[src/rtl/hud_pkg.sv]
// Shared encodings for the card-match HUD: game states, player codes and winner codes.
package hud_pkg;

  typedef enum logic [1:0] {
    ST_IDLE   = 2'd0,
    ST_PLAY   = 2'd1,
    ST_PAUSED = 2'd2,
    ST_OVER   = 2'd3
  } state_t;

  localparam logic [1:0] PLAYER_1 = 2'd1;
  localparam logic [1:0] PLAYER_2 = 2'd2;

  localparam logic [1:0] WIN_NONE = 2'd0;
  localparam logic [1:0] WIN_P1   = 2'd1;
  localparam logic [1:0] WIN_P2   = 2'd2;
  localparam logic [1:0] WIN_TIE  = 2'd3;

  function automatic logic [3:0] sat_inc(input logic [3:0] v);
    return (v == 4'hF) ? 4'hF : v + 4'd1;
  endfunction

  function automatic logic [1:0] other_player(input logic [1:0] p);
    return (p == PLAYER_1) ? PLAYER_2 : PLAYER_1;
  endfunction

endpackage

[src/rtl/sec_tick_gen.sv]
// Seconds divider: counts 0..CLK_DIV-1 while enabled and flags the wrap cycle.
// Clear wins over counting, so a cleared cycle never produces a tick.
module sec_tick_gen #(
  parameter int CLK_DIV = 50000000
) (
  input  logic clk_i,
  input  logic rst_ni,
  input  logic en_i,
  input  logic clr_i,
  output logic at_max_o,
  output logic tick_o
);

  localparam int W = (CLK_DIV > 1) ? $clog2(CLK_DIV) : 1;
  localparam logic [W-1:0] CNT_MAX = W'(CLK_DIV - 1);

  logic [W-1:0] cnt_q, cnt_d;

  assign at_max_o = (cnt_q == CNT_MAX);
  assign tick_o   = en_i & ~clr_i & at_max_o;

  always_comb begin
    cnt_d = cnt_q;
    if (clr_i) begin
      cnt_d = '0;
    end else if (en_i) begin
      cnt_d = at_max_o ? '0 : cnt_q + 1'b1;
    end
  end

  always_ff @(posedge clk_i or negedge rst_ni) begin
    if (!rst_ni) cnt_q <= '0;
    else         cnt_q <= cnt_d;
  end

endmodule

[src/rtl/turn_score_controller.sv]
// Turn/score controller for the card-match HUD: per-turn countdown, player
// alternation, scoring and winner decision. One event is acted on per cycle.
module turn_score_controller
  import hud_pkg::*;
#(
  parameter int CLK_DIV      = 50000000,
  parameter int TURN_SECONDS = 15,
  parameter int PAIRS        = 8
) (
  input  logic       CLOCK_50,
  input  logic       reset_n,
  input  logic       start,
  input  logic       match,
  input  logic       mismatch,
  input  logic       pause,
  output logic [3:0] p1_score,
  output logic [3:0] p2_score,
  output logic [3:0] timer,
  output logic [1:0] player,
  output logic [1:0] winner,
  output logic       game_over,
  output logic       tick
);

  localparam logic [3:0] TIMER_RELOAD = 4'(TURN_SECONDS);
  localparam logic [4:0] PAIRS_TOTAL  = 5'(PAIRS);

  state_t     state_q, state_d;
  logic [3:0] p1_q, p1_d, p2_q, p2_d, timer_q, timer_d;
  logic [1:0] player_q, player_d, winner_q, winner_d;
  logic       over_q, over_d, tick_q, tick_d;

  logic       in_play, match_evt, mismatch_evt;
  logic       div_en, div_clr, div_at_max, div_tick;
  logic [3:0] p1_new, p2_new;

  assign in_play      = (state_q == ST_PLAY);
  assign match_evt    = in_play & match;
  assign mismatch_evt = in_play & mismatch & ~match;
  assign div_clr      = start | match_evt | mismatch_evt;
  // A pending wrap beats pause entry, so the divider keeps counting into the tick.
  assign div_en       = in_play & (~pause | div_at_max);

  assign p1_new = (player_q == PLAYER_1) ? sat_inc(p1_q) : p1_q;
  assign p2_new = (player_q == PLAYER_2) ? sat_inc(p2_q) : p2_q;

  sec_tick_gen #(.CLK_DIV(CLK_DIV)) u_sec_tick (
    .clk_i    (CLOCK_50),
    .rst_ni   (reset_n),
    .en_i     (div_en),
    .clr_i    (div_clr),
    .at_max_o (div_at_max),
    .tick_o   (div_tick)
  );

  always_comb begin
    state_d  = state_q;
    p1_d     = p1_q;
    p2_d     = p2_q;
    timer_d  = timer_q;
    player_d = player_q;
    winner_d = winner_q;
    over_d   = over_q;
    tick_d   = 1'b0;
    if (start) begin
      state_d  = ST_PLAY;
      p1_d     = 4'd0;
      p2_d     = 4'd0;
      timer_d  = TIMER_RELOAD;
      player_d = PLAYER_1;
      winner_d = WIN_NONE;
      over_d   = 1'b0;
    end else begin
      unique case (state_q)
        ST_PLAY: begin
          if (match_evt) begin
            p1_d    = p1_new;
            p2_d    = p2_new;
            timer_d = TIMER_RELOAD;
            if ({1'b0, p1_new} + {1'b0, p2_new} == PAIRS_TOTAL) begin
              state_d  = ST_OVER;
              over_d   = 1'b1;
              winner_d = (p1_new > p2_new) ? WIN_P1 :
                         (p2_new > p1_new) ? WIN_P2 : WIN_TIE;
            end
          end else if (mismatch_evt) begin
            player_d = other_player(player_q);
            timer_d  = TIMER_RELOAD;
          end else if (div_tick) begin
            tick_d = 1'b1;
            if (timer_q == 4'd0) begin
              player_d = other_player(player_q);
              timer_d  = TIMER_RELOAD;
            end else begin
              timer_d = timer_q - 4'd1;
            end
          end else if (pause) begin
            state_d = ST_PAUSED;
          end
        end
        ST_PAUSED: if (!pause) state_d = ST_PLAY;
        default: ;
      endcase
    end
  end

  always_ff @(posedge CLOCK_50 or negedge reset_n) begin
    if (!reset_n) begin
      state_q  <= ST_IDLE;
      p1_q     <= 4'd0;
      p2_q     <= 4'd0;
      timer_q  <= TIMER_RELOAD;
      player_q <= PLAYER_1;
      winner_q <= WIN_NONE;
      over_q   <= 1'b0;
      tick_q   <= 1'b0;
    end else begin
      state_q  <= state_d;
      p1_q     <= p1_d;
      p2_q     <= p2_d;
      timer_q  <= timer_d;
      player_q <= player_d;
      winner_q <= winner_d;
      over_q   <= over_d;
      tick_q   <= tick_d;
    end
  end

  assign p1_score  = p1_q;
  assign p2_score  = p2_q;
  assign timer     = timer_q;
  assign player    = player_q;
  assign winner    = winner_q;
  assign game_over = over_q;
  assign tick      = tick_q;

endmodule

[config.mk]
export PLATFORM = sky130hd
export DESIGN_NAME = turn_score_controller
export DESIGN_NICKNAME = d
export VERILOG_FILES = /design/src/rtl/hud_pkg.sv /design/src/rtl/sec_tick_gen.sv /design/src/rtl/turn_score_controller.sv
export SDC_FILE = /design/constraint.sdc
export NUM_CORES = 1
export LEC_CHECK = 0
export ABC_AREA = 1
export BUFFER_PORTS_ARGS = -buffer_cell sky130_fd_sc_hd__buf_4
export CAP_MARGIN = 20
export CORE_UTILIZATION = 60
export CTS_CLUSTER_SIZE = 28
export DETAILED_ROUTE_END_ITERATION = 6
export GPL_ROUTABILITY_DRIVEN = 0
export GPL_TIMING_DRIVEN = 0
export PLACE_DENSITY = 0.92
export SLEW_MARGIN = 30
export SYNTH_ARGS = -nofsm -noshare
export SYNTH_HDL_FRONTEND = slang
export SYNTH_SLANG_ARGS = --single-unit
[constraint.sdc]
create_clock -name CLOCK_50 -period 4.8 [get_ports CLOCK_50]
set_input_delay 0.48 -clock CLOCK_50 [delete_from_list [all_inputs] [get_ports CLOCK_50]]
set_output_delay 0.48 -clock CLOCK_50 [all_outputs]
set_load 0.02 [all_outputs]
==> results.py <==
metrics = {
    "sta": {
        "relSlewSlack_pct": 61.3,
        "final-setup-viol-count": 0,
        "hold_viol": 0,
        "fin_crit_sh_pct": 65.5,
        "period_minus_slack_ns": 3.14,
        "clock_skew_ns": 0.00928,
        "fin_setup_tns_ns": 0,
        "fin_ws_ns": 1.66,
        "worst_pin_slew_ns": 0.580,
        "clock.fmax_mhz": 318,
        "slew_viol_final": 0,
        "rsz0062_at_grt": "false",
    },
    "floorplanning": {
        "rows": 26,
        "start_util_pct": 62.1,
        "die-area_um2": 5580,
        "ios": 24,
        "chipWidth_um": 74.7,
        "die_h_um": 74.7,
        "coreArea_um2": 5110,
    },
    "pwr": {
        "p_per_area_nw_per_um2": 352,
        "power_frac_seq_pct": 38.9,
        "ir_drop_v": 0.000327,
        "switching_share_pct": 38.5,
        "leakagePower_nw": 1.64,
        "switchingPower_uw": 480,
        "p_clk_share_pct": 22.9,
        "comb_power_share_pct": 38.2,
        "internal_power_uw": 766,
    },
    "final_layout": {
        "fillCellCount": 414,
        "areaGrowthSynthToFinish_pct": 11.6,
        "stdcell_count": 538,
        "drive_above_1_share_pct": 14.5,
        "stdcell_area_um2": 3540,
        "utilization_pct": 69.4,
        "diodes": 0,
        "fin_nets": 486,
    },
    "drt": {
        "drc": 0,
        "wl_per_cell_um": 13.8,
        "vias": 3015,
        "drt_wl_total_um": 7420,
        "wl_met3_um": 483,
        "first_pass_iters": 7,
        "drtIter0Drc": 176,
        "met2_length_um": 3650,
        "ant_nets": 0,
        "met1_length_um": 3160,
        "viasPerCell": 5.60,
        "dr.max_layer_used": "met4",
    },
    "cts": {
        "postCtsHoldBufs": 0,
        "numClockSinks": 46,
        "clkTransAtPathRegs_ns": 0.09,
        "htreeDepth": 2,
        "clockRootBuffer": "clkbuf_8",
        "cts_setup_buffers": 0,
        "cts_buffers": 5,
        "ctsResizeCount": 0,
        "clkLatencyLatePin_ns": 0.31,
        "clock_path_buffers": 2,
        "cts_tree": "built",
    },
    "synthesis": {
        "yosysSeqAreaShare_pct": 36.5,
        "synth-edff-count": 0,
        "syn_avg_cell_area_um2": 7.26,
        "synth-main-ff-cell": "dfrtp_1",
        "yosys.area.top_type_share_pct": 32.3,
        "post-synth-top-count-cell": "nand2_1",
        "ys_top_cells_by_count": "88 x nand2_1, 67 x inv_1, 45 x nor2_1",
        "syn_area_um2": 3170,
        "yosysWarnings": 0,
        "async_flop_share_pct": 100,
        "ys_types": 32,
        "synth-seq-cells": 46,
        "synth.area.top_cells": "dfrtp_1 32%, nand2_1 10%, inv_1 7.9%",
        "syn_inst": 437,
        "synth_top_cell_by_area": "dfrtp_1",
        "syn-num-nets": 456,
    },
    "global_routing": {
        "antenna_found_initial": 0,
        "grt.overflow.total": 0,
        "grt.total_usage_pct": 29.2,
        "grt_pass1_wl_um": 12400,
        "grt_max_degree": 47,
        "grt_pass1_vias": 2882,
    },
    "worst_setup_path": {
        "crit_required_ns": 4.99,
        "worst_r2r_path_depth": 14,
        "crit_arrival_ns": 3.33,
        "start_kind": "flop",
        "r2r-end": "state_q[0]$_DFFE_PN0P_",
        "rrSetupSlack_ns": 1.66,
        "end_kind": "flop",
        "critPathKind": "reg -> reg",
        "r2r-start": "p1_score[1]$_DFFE_PN0P_",
        "worstPathMaxFanout": 5,
    },
    "placed_design": {
        "port_buffers": 23,
        "placed_cell_area_um2": 3430,
        "place_ws_ns": 1.78,
        "hpwl_um": 5400,
        "placed_cells": 530,
    },
    "flow_run": {
        "maxCapViolCount": 0,
    },
    "hold_path": {
        "hold_path.class": "in -> async",
    },
    "run_status": {
        "status": "finished clean",
    },
}
## state kept, by name, indices dropped and copies added, names as in the netlist
name and flops:
game_over 1, p1_score 4, p2_score 4, player 2, state_q 2, tick 1, timer 4, u_sec_tick.cnt_q 26
winner 2
## area by class of cell
type / count / area (um2) / area share (%)
repair buffers: 23 / 173 / 4.87
clock inverters: 3 / 40.0 / 1.13
plain buffers: 4 / 32.5 / 0.918
clock buffers: 5 / 68.8 / 1.94
flip-flops and latches: 46 / 1160 / 32.7
inverters: 71 / 267 / 7.52
well taps: 70 / 87.6 / 2.47
multi-input cells: 316 / 1720 / 48.5
## metal layers
metal,up-vias,GRT usage (%)
met5,-,0
met4,0,11.3
met3,14,6.56
met2,121,48.7
met1,1394,37.1
li1,1486,-
## power by group through the flow
stage,Sequential (mW),Combinational [mW],Clock [mW]
after floorplan,0.524,0.300,0
after global routing,0.490,0.538,0.306
after detailed placement,0.492,0.471,0
after CTS,0.484,0.476,0.290
final,0.485,0.476,0.285
after global placement,0.489,0.457,0
## stage by stage
stage | hold slack, ns | total power, mW
floorplan | 0.184 | 0.824
global placement | 0.475 | 0.947
detailed placement | 0.487 | 0.962
CTS | 0.194 | 1.25
global route | 0.230 | 1.33
finish | 0.170 | 1.25
## worst max path at each step
stage | endpoint | startpoint | slack (ns) | cells after the start
after floorplan | state_q[0]$_DFFE_PN0P_ | p1_score[1]$_DFFE_PN0P_ | 1.99 | 14
after global placement | state_q[0]$_DFFE_PN0P_ | p1_score[1]$_DFFE_PN0P_ | 1.83 | 14
after detailed placement | state_q[0]$_DFFE_PN0P_ | p1_score[1]$_DFFE_PN0P_ | 1.78 | 14
after CTS | state_q[0]$_DFFE_PN0P_ | p1_score[1]$_DFFE_PN0P_ | 1.73 | 14
after global routing | state_q[0]$_DFFE_PN0P_ | p1_score[1]$_DFFE_PN0P_ | 1.35 | 14
final | state_q[0]$_DFFE_PN0P_ | p1_score[1]$_DFFE_PN0P_ | 1.66 | 14
## worst max-delay path, stage by stage (launching register included)
cell     delay, ns
dfrtp_1       0.43
ha_1          0.17
inv_1         0.04
nor3_1        0.21
nor3_1        0.08
a21oi_1       0.25
ha_1          0.25
fa_1          0.41
or2_2         0.30
nor3_1        0.16
nand3_1       0.19
a21oi_1       0.26
nand2_1       0.12
nand2_1       0.07
o21ai_0       0.08
## placed cells by master, fill, tap and decap left out, types with 8 or more instances in the layout
cell type / n
a21oi_1: 8
o21ai_0: 27
xor2_1: 11
o22ai_1: 16
buf_4: 23
nand3_1: 32
nand2_1: 88
inv_1: 67
dfrtp_1: 41
nor2_1: 45
nand4_1: 10
o21ai_1: 14
nor3_1: 20
ha_1: 12
## cells by family (layout without fill, tap and decap cells)
group,Yosys count,count (layout),share of synthesized area [%]
AND/OR/NAND/NOR,223,223,33.8
buffers and inverters,75,106,9.42
AO/OA/AOI/OAI,66,66,11.1
flip-flops,46,46,36.5
XOR/XNOR,14,14,3.86
adder cells (fa/ha/maj),13,13,5.36
No activity file was read; power rests on OpenSTA's default activity.
